File: src/rtl/branch_redirect_ctrl_if.sv
// EX-stage resolve inputs and PC-unit redirect handshake for branch_redirect_ctrl.
interface branch_redirect_ctrl_if #(
  parameter int XLEN = 64
);
  logic            ex_valid;
  logic            ex_is_branch;
  logic [1:0]      ex_jump_sel;
  logic            ex_pred_taken;
  logic [XLEN-1:0] ex_pc;
  logic [XLEN-1:0] ex_tgt_imm;
  logic [XLEN-1:0] ex_tgt_jalr;
  logic            redirect_valid;
  logic [XLEN-1:0] redirect_pc;
  logic            redirect_ready;

  // Controller side: consumes EX resolution, issues the redirect request.
  modport master (
    input  ex_valid, ex_is_branch, ex_jump_sel, ex_pred_taken,
    input  ex_pc, ex_tgt_imm, ex_tgt_jalr, redirect_ready,
    output redirect_valid, redirect_pc
  );

  // Pipeline / PC-unit side.
  modport slave (
    output ex_valid, ex_is_branch, ex_jump_sel, ex_pred_taken,
    output ex_pc, ex_tgt_imm, ex_tgt_jalr, redirect_ready,
    input  redirect_valid, redirect_pc
  );
endinterface

File: src/rtl/branch_redirect_ctrl.sv
// Branch resolution sequencer: 2-bit BHT direction predictor, mispredict
// detection against the EX branch judge, PC redirect handshake, pipeline
// flush timing and a saturating misprediction counter.
module branch_redirect_ctrl #(
  parameter int XLEN      = 64,
  parameter int BHT_IDX   = 6,
  parameter int FLUSH_CYC = 2
) (
  input  logic                    clk,
  input  logic                    rst_n,
  input  logic [XLEN-1:0]         if_pc,
  output logic                    if_pred_taken,
  branch_redirect_ctrl_if.master  bus,
  output logic                    flush_if_id,
  output logic                    flush_id_ex,
  output logic                    stall_ex,
  output logic [31:0]             mispred_cnt
);

  localparam logic [1:0] S_IDLE     = 2'd0;
  localparam logic [1:0] S_REDIRECT = 2'd1;
  localparam logic [1:0] S_FLUSH    = 2'd2;

  localparam int BHT_N = 1 << BHT_IDX;
  localparam int CW    = (FLUSH_CYC > 1) ? $clog2(FLUSH_CYC) : 1;

  logic [1:0]         r_state;
  logic [XLEN-1:0]    r_redirect_pc;
  logic [CW-1:0]      r_flush_cnt;
  logic [31:0]        r_mispred_cnt;
  logic [1:0]         r_bht [BHT_N];

  logic [BHT_IDX-1:0] w_if_idx;
  logic [BHT_IDX-1:0] w_ex_idx;
  logic               w_taken;
  logic [XLEN-1:0]    w_target;
  logic [XLEN-1:0]    w_fallthrough;
  logic               w_resolve;
  logic               w_mispred;
  logic               w_bht_upd;
  logic               w_unused;

  assign w_if_idx      = if_pc[BHT_IDX+1:2];
  assign w_ex_idx      = bus.ex_pc[BHT_IDX+1:2];
  assign if_pred_taken = r_bht[w_if_idx][1];

  assign w_taken       = |bus.ex_jump_sel;
  assign w_target      = bus.ex_jump_sel[0] ? {bus.ex_tgt_jalr[XLEN-1:1], 1'b0}
                                            : bus.ex_tgt_imm;
  assign w_fallthrough = bus.ex_pc + XLEN'(4);
  assign w_resolve     = (r_state == S_IDLE) && bus.ex_valid;
  // Unconditional jumps are never predicted by the BHT, so they always redirect.
  assign w_mispred     = w_resolve && (bus.ex_is_branch ? (w_taken != bus.ex_pred_taken)
                                                        : 1'b1);
  assign w_bht_upd     = w_resolve && bus.ex_is_branch;

  assign w_unused = ^{if_pc[XLEN-1:BHT_IDX+2], if_pc[1:0], bus.ex_tgt_jalr[0]};

  assign bus.redirect_valid = (r_state == S_REDIRECT);
  assign bus.redirect_pc    = r_redirect_pc;
  assign stall_ex           = (r_state == S_REDIRECT);
  assign flush_if_id        = (r_state != S_IDLE);
  assign flush_id_ex        = (r_state != S_IDLE);
  assign mispred_cnt        = r_mispred_cnt;

  // Redirect FSM: capture address on mispredict, hold until accepted, then
  // keep flushes up for FLUSH_CYC cycles.
  always_ff @(posedge clk or negedge rst_n) begin
    if (!rst_n) begin
      r_state       <= S_IDLE;
      r_redirect_pc <= '0;
      r_flush_cnt   <= '0;
    end else begin
      case (r_state)
        S_IDLE: begin
          if (w_mispred) begin
            r_state       <= S_REDIRECT;
            r_redirect_pc <= w_taken ? w_target : w_fallthrough;
          end
        end
        S_REDIRECT: begin
          if (bus.redirect_ready) begin
            r_state     <= S_FLUSH;
            r_flush_cnt <= CW'(FLUSH_CYC - 1);
          end
        end
        S_FLUSH: begin
          if (r_flush_cnt == '0) begin
            r_state <= S_IDLE;
          end else begin
            r_flush_cnt <= r_flush_cnt - 1'b1;
          end
        end
        default: r_state <= S_IDLE;
      endcase
    end
  end

  // Saturating misprediction counter.
  always_ff @(posedge clk or negedge rst_n) begin
    if (!rst_n) begin
      r_mispred_cnt <= '0;
    end else if (w_mispred && (r_mispred_cnt != '1)) begin
      r_mispred_cnt <= r_mispred_cnt + 32'd1;
    end
  end

  // BHT training on resolved conditional branches; lookup sees the old value
  // in the update cycle.
  always_ff @(posedge clk or negedge rst_n) begin
    if (!rst_n) begin
      for (int unsigned i = 0; i < BHT_N; i++) begin
        r_bht[i] <= 2'b01;
      end
    end else if (w_bht_upd) begin
      if (w_taken && (r_bht[w_ex_idx] != 2'b11)) begin
        r_bht[w_ex_idx] <= r_bht[w_ex_idx] + 2'b01;
      end else if (!w_taken && (r_bht[w_ex_idx] != 2'b00)) begin
        r_bht[w_ex_idx] <= r_bht[w_ex_idx] - 2'b01;
      end
    end
  end

endmodule
File: src/flat_wrapper.sv
// flat-port wrapper written by rule: the top's interface ports become plain ports
module branch_redirect_ctrl_flat 
#(
  parameter int XLEN      = 64,
  parameter int BHT_IDX   = 6,
  parameter int FLUSH_CYC = 2
)
  (clk, rst_n, if_pc, if_pred_taken, flush_if_id, flush_id_ex, stall_ex, mispred_cnt, bus_ex_valid, bus_ex_is_branch, bus_ex_jump_sel, bus_ex_pred_taken, bus_ex_pc, bus_ex_tgt_imm, bus_ex_tgt_jalr, bus_redirect_ready, bus_redirect_valid, bus_redirect_pc);
  branch_redirect_ctrl_if #(.XLEN(XLEN)) bus_i ();
  input  logic clk;
  input  logic rst_n;
  input  logic [XLEN-1:0] if_pc;
  output logic if_pred_taken;
  output logic flush_if_id;
  output logic flush_id_ex;
  output logic stall_ex;
  output logic [31:0] mispred_cnt;
  input wire logic [$bits(bus_i.ex_valid)-1:0] bus_ex_valid;
  input wire logic [$bits(bus_i.ex_is_branch)-1:0] bus_ex_is_branch;
  input wire logic [$bits(bus_i.ex_jump_sel)-1:0] bus_ex_jump_sel;
  input wire logic [$bits(bus_i.ex_pred_taken)-1:0] bus_ex_pred_taken;
  input wire logic [$bits(bus_i.ex_pc)-1:0] bus_ex_pc;
  input wire logic [$bits(bus_i.ex_tgt_imm)-1:0] bus_ex_tgt_imm;
  input wire logic [$bits(bus_i.ex_tgt_jalr)-1:0] bus_ex_tgt_jalr;
  input wire logic [$bits(bus_i.redirect_ready)-1:0] bus_redirect_ready;
  output wire logic [$bits(bus_i.redirect_valid)-1:0] bus_redirect_valid;
  output wire logic [$bits(bus_i.redirect_pc)-1:0] bus_redirect_pc;
  assign bus_i.ex_valid = bus_ex_valid;
  assign bus_i.ex_is_branch = bus_ex_is_branch;
  assign bus_i.ex_jump_sel = bus_ex_jump_sel;
  assign bus_i.ex_pred_taken = bus_ex_pred_taken;
  assign bus_i.ex_pc = bus_ex_pc;
  assign bus_i.ex_tgt_imm = bus_ex_tgt_imm;
  assign bus_i.ex_tgt_jalr = bus_ex_tgt_jalr;
  assign bus_i.redirect_ready = bus_redirect_ready;
  assign bus_redirect_valid = bus_i.redirect_valid;
  assign bus_redirect_pc = bus_i.redirect_pc;
  branch_redirect_ctrl #(.XLEN(XLEN), .BHT_IDX(BHT_IDX), .FLUSH_CYC(FLUSH_CYC)) u_core (.clk(clk), .rst_n(rst_n), .if_pc(if_pc), .if_pred_taken(if_pred_taken), .bus(bus_i), .flush_if_id(flush_if_id), .flush_id_ex(flush_id_ex), .stall_ex(stall_ex), .mispred_cnt(mispred_cnt));
endmodule
File: config.mk
export PLATFORM = sky130hd
export DESIGN_NAME = branch_redirect_ctrl_flat
export DESIGN_NICKNAME = d
export VERILOG_FILES = /design/src/rtl/branch_redirect_ctrl_if.sv /design/src/rtl/branch_redirect_ctrl.sv /design/src/flat_wrapper.sv
export SDC_FILE = /design/constraint.sdc
export NUM_CORES = 1
export LEC_CHECK = 0
export CAP_MARGIN = 10
export CORE_MARGIN = 3
export CORE_UTILIZATION = 51
export CTS_BUF_LIST = sky130_fd_sc_hd__clkbuf_2
export CTS_CLUSTER_SIZE = 24
export DETAILED_ROUTE_END_ITERATION = 6
export GPL_TIMING_DRIVEN = 0
export HOLD_SLACK_MARGIN = 0.05
export PLACE_DENSITY = 0.88
export SLEW_MARGIN = 0
export SYNTH_ARGS = -nofsm -noshare
export SYNTH_HDL_FRONTEND = slang
export SYNTH_SLANG_ARGS = --single-unit
File: constraint.sdc
create_clock -name clk -period 3.8 [get_ports clk]
set_clock_uncertainty 0.1 [all_clocks]
set_input_delay 0.76 -clock clk [delete_from_list [all_inputs] [get_ports clk]]
set_output_delay 0.76 -clock clk [all_outputs]
set_load 0.02 [all_outputs]
# == After elaboration in Yosys (flattened, before gate mapping) ==
# Cells that the tools add are included.
# op_classes
add_sub_neg,5
magnitude_cmp,3
n_eq_ne,8
mux,22
bitwise,2
n_reduce_logical,18
# op_table
operator,count
$bwmux W128,2
$mux W128,2
$mux W64,2
$add A64 B3 Y64 const B,1
$add A32 B1 Y32 const B,1
$ne A32 B32 Y1 const B,1
$bmux W2 S6,2
$mux W2,8
$ge A7 B7 Y1 const B,2
$not A6 Y7,2
$demux W2 S6,1
$reduce_bool A2 Y1,4
$logic_and A1 B1 Y1,7
$lt A7 B1 Y1 const B,1
$ne A2 B2 Y1 const B,3
$pmux W2 S3,1
$reduce_and A2 Y1,3
$mux W1,3
$reduce_and A3 Y1,1
$add A2 B1 Y2 const B,1
$eq A2 B1 Y1 const B,1
$eq A2 B2 Y1 const B,1
$logic_not A2 Y1,1
$ne A2 B1 Y1 const B,1
other kinds (6),6
# totals
regBits,227
input_bits,264
output_inout_bits,101

# == Depth between registers and ports, before layout ==
# Gate-level depths: netlist of run 1.
# depth
ltp_word,8
ltp_mapped,17
depth_no_buf,13

# == Worst setup path after synthesis of run 1 ==
# Ideal clock, no wire load.
# synth_path
kind,in2reg
startpoint,in bus_ex_pc[2]
endpoint,reg u_core.r_bht[27] (netlist name)
setup_ps,125
arrival_time_ps,3924
required_time_ps,3575
setup_slack_ps,-349
path_stages,17
path_buffers,4
cell_sequence,buf_2 > buf_6 > buf_2 > buf_2 > mux2i_1 > nor3_1 > a21oi_1 > o21ai_0 > a22o_1 > nor2_1 > ha_1 > or3b_2 > and4_1 > nand2_1 > nor3_4 > nand2_1 > mux2_2
# synth_between
elab_chain_cells,8
elab_cells_between_ends,21
# synth_rtl
element,line_no,rtl
"start, declared",flat_wrapper.sv:22,input wire logic [$bits(bus_i.ex_pc)-1:0] bus_ex_pc;
$not A6 Y7 (not written as such) (*),n/a,
"$bmux W2 S6, or another cell as far along",n/a,
$mux W2 (not written as such) / $logic_and A1 B1 Y1 (equally long branches),n/a,
"$mux W2, on equally long branches",n/a,
"$sub A2 B1 Y2, or another cell as far along",branch_redirect_ctrl.sv:119,r_bht[w_ex_idx] <= r_bht[w_ex_idx] - 2'b01;
"$bwmux W128, or another cell as far along",branch_redirect_ctrl.sv:119,
$mux W128 / $reduce_bool A2 Y1 (equally long branches),n/a,
$mux W128 / $reduce_and A2 Y1 (equally long branches),n/a,
"end signal, assigned by index",branch_redirect_ctrl.sv:117,r_bht[w_ex_idx] <= r_bht[w_ex_idx] + 2'b01;
"end signal, assigned by index",branch_redirect_ctrl.sv:119,
"end, declared",branch_redirect_ctrl.sv:31,logic [1:0] r_bht [BHT_N];
# Mark *: on every way between the ends. The rest lies on a longest branch, timed or not. The select of a mux whose other input is x is not followed.
# A chain may end at the register's enable or synchronous reset.

# == Worst setup path in the final report of run 1 ==
# layout_path
startpoint,in bus_ex_pc[4]
endpoint,reg u_core.r_bht[45] (netlist name)
# Same word-level chain as after synthesis.

==> flow_metrics.env, run 1 <==
export IMPL_outcome="complete, no violations"
export IMPL_insertion_delay_ns=0.93
export IMPL_r2r_end="u_core.r_bht[45]"
export IMPL_cp_cell_sequence="dlygate4sd2_1 > buf_4 > nor2b_1 > a21oi_1 > o21ai_0 > a22oi_2 > o221ai_1 > and4b_1 > ha_2 > or3b_4 > and4_4 > nand2_4 > nor3_4 > buf_4 > nand2_1 > mux2_2"
export IMPL_worst_slew_pin_slew_ns=0.969
export IMPL_hpwl_um=39500
export IMPL_post_drt_wl_per_cell_um=24.8
export IMPL_cellLeakagePower_nw=7.70
export IMPL_cp_startpoint="bus_ex_pc[4]"
export IMPL_synth_edf_count=0
export IMPL_nets=2024
export IMPL_preCtsSetupSlack_ns=-1.78
export IMPL_min_to="u_core.r_bht[123]"
export IMPL_setup_slack_ns=0.000900
export IMPL_grt_use_total_pct=35.9
export IMPL_root_buffer="clkbuf_2"
export IMPL_hold_depth=4
export IMPL_synth_cells=1381
export IMPL_ios=365
export IMPL_crit_fanout=10
export IMPL_drive_gt1_share_pct=23.6
export IMPL_cts_buffers=59
export IMPL_start_kind="primary input"
export IMPL_synth_net_count=1649
export IMPL_cts_tree="done"
export IMPL_vias_per_cell=6.33
export IMPL_path_buf_inv=3
export IMPL_drtIter0Drc=1790
export IMPL_row_count=59
export IMPL_overflow=0
export IMPL_yosys_warnings=0
export IMPL_antenna_found_initial=10
export IMPL_clk_pin_slew_ns=0.12
export IMPL_die_h_um=169
export IMPL_ant_nets=0
export IMPL_wirelength_um=53300
export IMPL_hold_viol=0
export IMPL_slowest_stage="nor2b_1"
export IMPL_critical_path_top_delay_family="simple AND/OR/NAND/NOR gates"
export IMPL_final_cells=2151
export IMPL_ys_ff_latch=227
export IMPL_drc=0
export IMPL_critPathMaxStageDelay_ns=0.42
export IMPL_crit_arrival_ns=4.41
export IMPL_min_from="bus_ex_pc[5]"
export IMPL_critPathKind="in -> reg"
export IMPL_placedCellCount=2017
export IMPL_ys_types=62
export IMPL_area_growth_synth_to_final_pct=33.1
export IMPL_syn_area_um2=13600
export IMPL_grt_max_degree=121
export IMPL_hp_class="in -> reg"
export IMPL_rsz0062_at_grt="yes"
export IMPL_start_util_pct=52.0
export IMPL_die_width_um=169
export IMPL_slew_viol_final=0
export IMPL_synth_ff_type="dfrtp_1"
export IMPL_cts_buffer_depth=3
export IMPL_first_pass_iters=6
export IMPL_place_gp_congestion=0.984
export IMPL_worstPathRequired_ns=4.41
export IMPL_core_area_um2=26100
export IMPL_setup_viol=0
export IMPL_avgSynthCellArea_um2=9.84
export IMPL_ir_drop_v=0.000301
export IMPL_dieArea_um2=28600
export IMPL_grt_pass1_wl_um=79700
export IMPL_h_tree_depth=2
export IMPL_cp_end_kind="flip-flop"
export IMPL_r2r_slack_ns=0.13
export IMPL_period_minus_slack_ns=3.80
export IMPL_grt_pass1_vias=13700
export IMPL_clock_fmax_mhz=263
export IMPL_yosysTopAreaCellShare_pct=30.0
export IMPL_synthArstFlopShare_pct=100
export IMPL_power_density_nw_per_um2=466
export IMPL_reg2regPathDepth=13
export IMPL_period_share_pct=100
export IMPL_slew_headroom_pct=35.2
export IMPL_maxCapViolCount=0
export IMPL_yosysSeqAreaShare_pct=42.4
export IMPL_path_common_cell="buf_4"
export IMPL_clock_sinks=227
export IMPL_synth_area_leader_cell="dfrtp_1"
export IMPL_num_vias=13600
export IMPL_io_buffers=300
export IMPL_synth_area_leaders="dfrtp_1, dfstp_2, mux2_2"
[what timing repair did]
item / 4_1_cts / 5_1_grt
resized for setup: 34 / 24
pin swaps: 7 / 4
setup endpoints to repair: 129 / 125
hold buffers: 1 / 0
buffers inserted: 15 / 1
hold endpoints to repair: 62 / 0
[cells by family after synthesis]
family          after synthesis  synth area share [%]
simple gates                467                  17.1
compound gates              280                  13.0
flops                       227                  42.4
mux                         189                  17.7
buf+inv                     127                  3.81
xor+xnor                     87                  5.61
fa+ha+maj                     4                 0.368
[cell usage after synthesis, types with 4 or more instances]
| library cell | instances |
|---|---|
| inv_1 | 36 |
| and4_1 | 10 |
| o21a_1 | 5 |
| nor3_1 | 22 |
| a21oi_1 | 73 |
| clkbuf_1 | 60 |
| nand3_1 | 27 |
| and3_1 | 29 |
| nor3_4 | 5 |
| and2_1 | 8 |
| a221oi_1 | 29 |
| nor2b_1 | 12 |
| o211ai_1 | 19 |
| mux2i_1 | 28 |
| dfrtp_1 | 163 |
| a211oi_1 | 4 |
| xor2_1 | 35 |
| nand4_2 | 5 |
| ha_1 | 4 |
| nor4_2 | 5 |
| mux4_2 | 28 |
| buf_2 | 18 |
| o21ai_1 | 17 |
| dfstp_2 | 64 |
| nand4_1 | 19 |
| nor2_1 | 116 |
| mux2_2 | 131 |
| nand2_1 | 184 |
| buf_1 | 7 |
| a22o_1 | 4 |
| xnor2_1 | 52 |
| a221o_1 | 6 |
| o22ai_1 | 4 |
| a31oi_1 | 21 |
| a22oi_1 | 15 |
| o21ai_0 | 68 |
| o221ai_1 | 4 |
[placed cells by master, fill, tap and decap left out, types with 6 or more instances in the layout]
cell	n
mux4_2	28
clkbuf_1	50
nand3_1	24
xnor2_1	51
clkdlybuf4s50_1	293
clkinv_1	16
mux2i_1	27
xor2_1	35
dfrtp_1	163
o21ai_1	17
nor2_1	109
nor2_2	7
a31oi_1	21
diode_2	10
buf_1	7
dfstp_2	64
a22oi_1	13
nand4_1	19
mux2_2	124
o21ai_0	67
buf_2	7
clkbuf_2	95
a221oi_1	27
and4_1	9
a21oi_1	73
a221o_1	6
and2_1	8
mux2_4	7
nand2_1	175
nor3_1	21
nand2_4	9
and3_1	28
buf_6	6
nor2b_1	10
inv_1	36
buf_4	20
o211ai_1	19
[per-layer routing]
metal  vias to the layer above  track usage (%)  routed length (um)
met3                       269             11.0                6240
met4                         2             20.0                3460
met2                       984             57.5               24700
met1                      6559             43.3               19000
met5                         -                0                  13
li1                       5792                -                   -
[worst min-delay path, stage by stage]
cell and delay [ns]:
buf_2 0.19, nor3_2 0.12, nand2_1 0.12, mux2_2 0.16
[final cells by class]
type / count / area [um2]
Antenna cell: 10 / 25.0
Buffer: 85 / 472
Clock buffer: 91 / 455
Clock inverter: 20 / 108
Fill cell: 1971 / 8050
Inverter: 38 / 143
Multi-Input combinational cell: 1027 / 7530
Sequential cell: 227 / 5760
Tap cell: 335 / 419
Timing Repair Buffer: 318 / 3170
[power breakdown]
| part | internal [W] | total, W | switching (W) |
|---|---|---|---|
| Sequential | 0.00301 | 0.00339 | 0.000385 |
| Combinational | 0.00145 | 0.00323 | 0.00178 |
| Clock | 0.000710 | 0.00180 | 0.00109 |
| Total | 0.00517 | 0.00842 | 0.00325 |
[stage by stage]
stage | TNS (ns) | hold WS (ns) | instance area [um2] | total power, W | util (%)
6_report | 0 | 0.336 | 18100 | 0.00842 | 69.2
5_1_grt | -0.0331 | 0.345 | 18100 | 0.00879 | 69.2
4_1_cts | 0 | 0.347 | 18000 | 0.00837 | 68.9
3_5_place_dp | -215.18 | 0.366 | 17200 | 0.00657 | 65.9
3_3_place_gp | -1749.05 | 0.362 | 17200 | 0.00646 | 65.8
2_1_floorplan | 0 | 0.364 | 13800 | 0.00490 | -
[worst max-delay path by stage]
stage | end | depth (start not counted) | slack, ns
6_report | u_core.r_bht[45] | 16 | 0.0009
5_1_grt | u_core.r_bht[5] | 14 | -0.01
4_1_cts | u_core.r_bht[43] | 18 | 0.02
3_5_place_dp | u_core.r_bht[105] | 16 | -1.78
3_3_place_gp | u_core.mispred_cnt[11] | 1 | -7.67
2_1_floorplan | u_core.r_bht[81] | 15 | 0.005
(Power assumes the default switching activity.)
==> run 2: changes to the inputs <==
--- a/config.mk
+++ b/config.mk
@@ -12,9 +12,10 @@
 export CTS_CLUSTER_SIZE = 24
 export DETAILED_ROUTE_END_ITERATION = 6
 export GPL_TIMING_DRIVEN = 0
-export HOLD_SLACK_MARGIN = 0.05
+export HOLD_SLACK_MARGIN = 0.1
 export PLACE_DENSITY = 0.88
 export SLEW_MARGIN = 0
 export SYNTH_ARGS = -nofsm -noshare
 export SYNTH_HDL_FRONTEND = slang
 export SYNTH_SLANG_ARGS = --single-unit
+export TNS_END_PERCENT = 1
==> flow_metrics.env, run 2 (synthesized netlist as in run 1, its figures left out) <==
export IMPL_wl_met2_um=24200
export IMPL_setup_tns_final_ns=-0.0995
export IMPL_setup_slack_ns=-0.0470
export IMPL_dieArea_um2=28600
export IMPL_post_dp_cell_area_um2=17200
export IMPL_overflow=0
export IMPL_antenna_found_initial=6
export IMPL_place_gp_congestion=0.994
export IMPL_grt_pass1_wl_um=78100
export IMPL_vias_per_cell=6.29
export IMPL_die_width_um=169
export IMPL_cp_end_kind="flip-flop"
export IMPL_placedCellCount=2017
export IMPL_first_pass_iters=7
export IMPL_grt_pass1_vias=13300
export IMPL_clk_pin_slew_ns=0.11
export IMPL_crit_fanout=10
export IMPL_insertion_delay_ns=0.96
export IMPL_clock_sinks=227
export IMPL_area_growth_synth_to_final_pct=33.0
export IMPL_io_buffers=300
export IMPL_ant_nets=0
export IMPL_row_count=59
export IMPL_drtIter0Drc=1883
export IMPL_final_core_util_pct=69.2
export IMPL_cts_tree="done"
export IMPL_slew_headroom_pct=41.5
export IMPL_cellLeakagePower_nw=7.73
export IMPL_power_density_nw_per_um2=470
export IMPL_maxCapViolCount=0
export IMPL_start_kind="primary input"
export IMPL_r2r_slack_ns=0.17
export IMPL_cts_buffers=61
export IMPL_num_vias=13500
export IMPL_wirelength_um=52800
export IMPL_clock_fmax_mhz=260
export IMPL_period_share_pct=101
export IMPL_final_cell_mix="clkdlybuf4s50_1, nand2_1, dfrtp_1"
export IMPL_period_minus_slack_ns=3.85
export IMPL_critPathKind="in -> reg"
export IMPL_wl_met3_um=6060
export IMPL_drc=0
export IMPL_die_h_um=169
export IMPL_maxUsedRoutingLayer="met5"
export IMPL_worstPathRequired_ns=4.43
export IMPL_final_common_cell="clkdlybuf4s50_1"
export IMPL_crit_arrival_ns=4.47
export IMPL_grt_use_total_pct=35.0
export IMPL_rsz0062_at_grt="yes"
export IMPL_worst_slew_pin_slew_ns=0.876
export IMPL_final_cells=2149
export IMPL_post_drt_wl_per_cell_um=24.6
export IMPL_slew_viol_final=0
export IMPL_nets=2029
export IMPL_final_area_um2=18100
export IMPL_grt_max_degree=119
export IMPL_ios=365
export IMPL_ir_drop_v=0.000272
export IMPL_setup_viol=4
export IMPL_violations="setup timing"
export IMPL_outcome="complete, but fails checks"
export IMPL_drive_gt1_share_pct=24.0
export IMPL_hpwl_um=39100
export IMPL_start_util_pct=52.0
export IMPL_cts_buffer_depth=3
export IMPL_core_area_um2=26100
export IMPL_root_buffer="clkbuf_2"
export IMPL_hp_class="in -> reg"
export IMPL_preCtsSetupSlack_ns=-1.74
export IMPL_wl_met1_um=19400
export IMPL_hold_viol=0
export IMPL_h_tree_depth=2
## run 2: path summary, 6_finish.rpt
| kind | start | end | cells past startpoint |
|---|---|---|---|
| setup / recovery | bus_ex_pc[2] | u_core.r_bht[11] | 17 |
| max in group asynchronous | rst_n | u_core.mispred_cnt[20] | 3 |
| hold reg to reg | u_core.bus.redirect_pc[1] | u_core.bus.redirect_pc[1] | 2 |
| min in group asynchronous | rst_n | u_core.bus.redirect_pc[26] | 2 |
| setup reg to reg | flip-flop | u_core.r_bht[11] | 14 |
| hold / removal | bus_ex_tgt_jalr[14] | u_core.bus.redirect_pc[14] | 3 |
## run 2: report_power, final
part | total [W] | switching (W) | internal (W)
Sequential | 0.00339 | 0.000380 | 0.00301
Clock | 0.00189 | 0.00114 | 0.000752
Combinational | 0.00322 | 0.00177 | 0.00145
## run 2: final cells by class
cell class / instances / area [um2]
sequential: 227 / 5760
tap: 335 / 419
antenna: 3 / 7.51
inverter: 38 / 146
clock inverter: 17 / 108
timing repair buffer: 321 / 3180
fill: 1948 / 8060
clock buffer: 96 / 480
buffer: 85 / 464
multi-input combinational: 1027 / 7500
## run 2: what timing repair did
action | CTS | global route
resized for setup | 32 | 15
setup buffers | 14 | 5
hold endpoints to repair | 69 | 0
hold buffers | 1 | 0
setup endpoints to repair | 129 | 105
pin swaps | 9 | 3
## run 2: worst max-delay path, stage by stage
cell and delay [ns]:
dlygate4sd2_1 0.26, buf_8 0.17, buf_12 0.17, mux2i_1 0.32, o2bb2ai_1 0.18, a221oi_4 0.33
nand2b_1 0.20, o221ai_1 0.17, and4b_1 0.33, ha_2 0.18, or3b_4 0.36, and4_4 0.19
nand2_4 0.14, nor3_4 0.06, buf_4 0.15, nand2_1 0.12, mux2_2 0.36
## run 2: stage by stage
| step | total power (W) | hold WS [ns] |
|---|---|---|
| 2_1_floorplan | 0.00490 | 0.364 |
| 5_1_grt | 0.00884 | 0.332 |
| 4_1_cts | 0.00844 | 0.306 |
| 3_5_place_dp | 0.00656 | 0.369 |
| 3_3_place_gp | 0.00646 | 0.363 |
| 6_report | 0.00850 | 0.311 |
## run 2: metal layers
layer / vias up / global-route usage [%]
li1: 5770 / -
met1: 6530 / 43.5
met2: 970 / 56.2
met3: 249 / 10.7
met4: 8 / 16.6
met5: - / 0
==> run 3: changes to the inputs <==
--- a/config.mk
+++ b/config.mk
@@ -14,6 +14,7 @@
 export GPL_TIMING_DRIVEN = 0
 export HOLD_SLACK_MARGIN = 0.1
 export PLACE_DENSITY = 0.88
+export SETUP_SLACK_MARGIN = 0.3
 export SLEW_MARGIN = 0
 export SYNTH_ARGS = -nofsm -noshare
 export SYNTH_HDL_FRONTEND = slang
==> constraint.sdc (replaced) <==
create_clock -name clk -period 3.8 [get_ports clk]
set_clock_uncertainty 0.1 [all_clocks]
set_input_delay 0.76 -clock clk [delete_from_list [all_inputs] [get_ports clk]]
set_output_delay 0.76 -clock clk [all_outputs]
set_load 0.1 [all_outputs]
==> flow_metrics.env, run 3 (synthesized netlist as in run 1, its figures left out) <==
export IMPL_clock_sinks=227
export IMPL_die_width_um=169
export IMPL_power_w=0.0107
export IMPL_place_gp_congestion=0.999
export IMPL_overflow=0
export IMPL_h_tree_depth=2
export IMPL_drc=0
export IMPL_setup_slack_ns=-0.0191
export IMPL_final_area_um2=18100
export IMPL_rsz0062_at_grt="yes"
export IMPL_hold_viol=0
export IMPL_critPathKind="in -> reg"
export IMPL_antenna_found_initial=5
export IMPL_final_cell_mix="clkdlybuf4s50_1, nand2_1, dfrtp_1"
export IMPL_slew_headroom_pct=25.6
export IMPL_num_vias=13400
export IMPL_start_kind="primary input"
export IMPL_io_buffers=300
export IMPL_ir_drop_v=0.000459
export IMPL_core_area_um2=26100
export IMPL_cts_tree="done"
export IMPL_first_pass_iters=6
export IMPL_preCtsSetupSlack_ns=-1.72
export IMPL_power_density_nw_per_um2=592
export IMPL_root_buffer="clkbuf_2"
export IMPL_grt_pass1_vias=13400
export IMPL_cts_buffer_depth=3
export IMPL_outcome="complete, but fails checks"
export IMPL_final_cells=2144
export IMPL_clock_fmax_mhz=262
export IMPL_nFillCells=1933
export IMPL_grt_pass1_wl_um=77900
export IMPL_start_util_pct=52.0
export IMPL_cellLeakagePower_nw=7.71
export IMPL_cp_end_kind="flip-flop"
export IMPL_hp_class="in -> async"
export IMPL_drtIter0Drc=1683
export IMPL_cp_startpoint="bus_ex_pc[4]"
export IMPL_post_dp_cell_area_um2=17300
export IMPL_post_drt_wl_per_cell_um=24.5
export IMPL_period_share_pct=101
export IMPL_insertion_delay_ns=0.91
export IMPL_crit_fanout=10
export IMPL_hpwl_um=38900
export IMPL_final_common_cell="clkdlybuf4s50_1"
export IMPL_vias_per_cell=6.26
export IMPL_ant_nets=0
export IMPL_cts_buffers=58
export IMPL_violations="setup timing"
export IMPL_row_count=59
export IMPL_maxCapViolCount=0
export IMPL_placedCellCount=2018
export IMPL_drive_gt1_share_pct=23.4
export IMPL_clk_pin_slew_ns=0.11
export IMPL_area_growth_synth_to_final_pct=33.1
export IMPL_dieArea_um2=28600
export IMPL_setup_viol=1
export IMPL_worstPathRequired_ns=4.45
export IMPL_ios=365
export IMPL_worst_slew_pin_slew_ns=1.11
export IMPL_nets=2025
export IMPL_wirelength_um=52500
export IMPL_slew_viol_final=0
export IMPL_period_minus_slack_ns=3.82
export IMPL_die_h_um=169
export IMPL_setup_tns_final_ns=-0.0191
export IMPL_grt_max_degree=110
export IMPL_crit_arrival_ns=4.47
export IMPL_grt_use_total_pct=35.1
[run 3: cell count changes in the layout (fill, tap and decap cells not counted), sizes merged]
cell and change:
buf -3, clkdlybuf4s15 -1, clkdlybuf4s50 -2, diode +1
dlymetal6s2s +1, inv -1
[run 3: routing by layer]
layer	vias to the layer above	track usage, %	share of wire (%)
met2	967	56.0	46
met3	254	9.57	11
li1	5756	-	-
met1	6437	42.0	35
met4	4	22.7	7.3
met5	-	0	0.053
[run 3: stage by stage]
| stage | hold WS [ns] | utilization, % |
|---|---|---|
| CTS | 0.183 | 68.8 |
| floorplan | 0.364 | - |
| global placement | 0.360 | 65.8 |
| finish | 0.193 | 69.2 |
| global route | 0.180 | 69.2 |
| detailed placement | 0.371 | 66.0 |
[run 3: final timing paths]
path / to / slack [ns] / depth (start not counted)
max: u_core.r_bht[83] / -0.02 / 16
min: u_core.bus.redirect_pc[40] / 0.19 / 2
min reg2reg: u_core.bus.redirect_pc[2] / 0.40 / 2
max in group asynchronous: asynchronous set/reset pin / 2.13 / 4
min in group clk: u_core.bus.redirect_pc[14] / 0.36 / 3
max reg2reg: u_core.r_bht[83] / 0.17 / 12
[run 3: power by group]
group	switching [W]	total (W)	internal, W	leakage, nW
sequential	0.000373	0.00338	0.00301	2.77
combinational	0.00410	0.00555	0.00144	4.52
clock	0.00106	0.00177	0.000708	0.423
[run 3: layout make-up]
| class | instances | area [um2] | share of cell area (%) |
|---|---|---|---|
| multi-input combinational | 1027 | 7500 | 41.5 |
| sequential | 227 | 5760 | 31.9 |
| timing repair buffer | 316 | 3200 | 17.7 |
| buffer | 89 | 502 | 2.77 |
| clock buffer | 92 | 460 | 2.55 |
| tap | 335 | 419 | 2.32 |
| inverter | 38 | 143 | 0.789 |
| clock inverter | 16 | 92.6 | 0.512 |
| antenna | 4 | 10.0 | 0.0554 |
[run 3: timing repair]
| action | 4_1_cts | 5_1_grt |
|---|---|---|
| endpoints found under the setup margin | 133 | 136 |
| resized for setup | 38 | 26 |
| endpoints found under the hold margin | 107 | 0 |
| buffers inserted | 10 | 2 |
| hold buffers | 1 | 0 |
| cloned | 0 | 1 |
| pin swaps | 7 | 4 |
[run 3: critical path: stages]
cell and delay [ns]:
clkbuf_2 0.17, buf_4 0.22, buf_4 0.21, buf_4 0.21, buf_4 0.21, a221oi_1 0.33
o22ai_1 0.18, a22oi_1 0.17, nand2_1 0.11, or2_1 0.22, ha_1 0.20, o21ai_0 0.09
and4_4 0.33, nand3_2 0.31, nor2_1 0.35, mux2_2 0.37
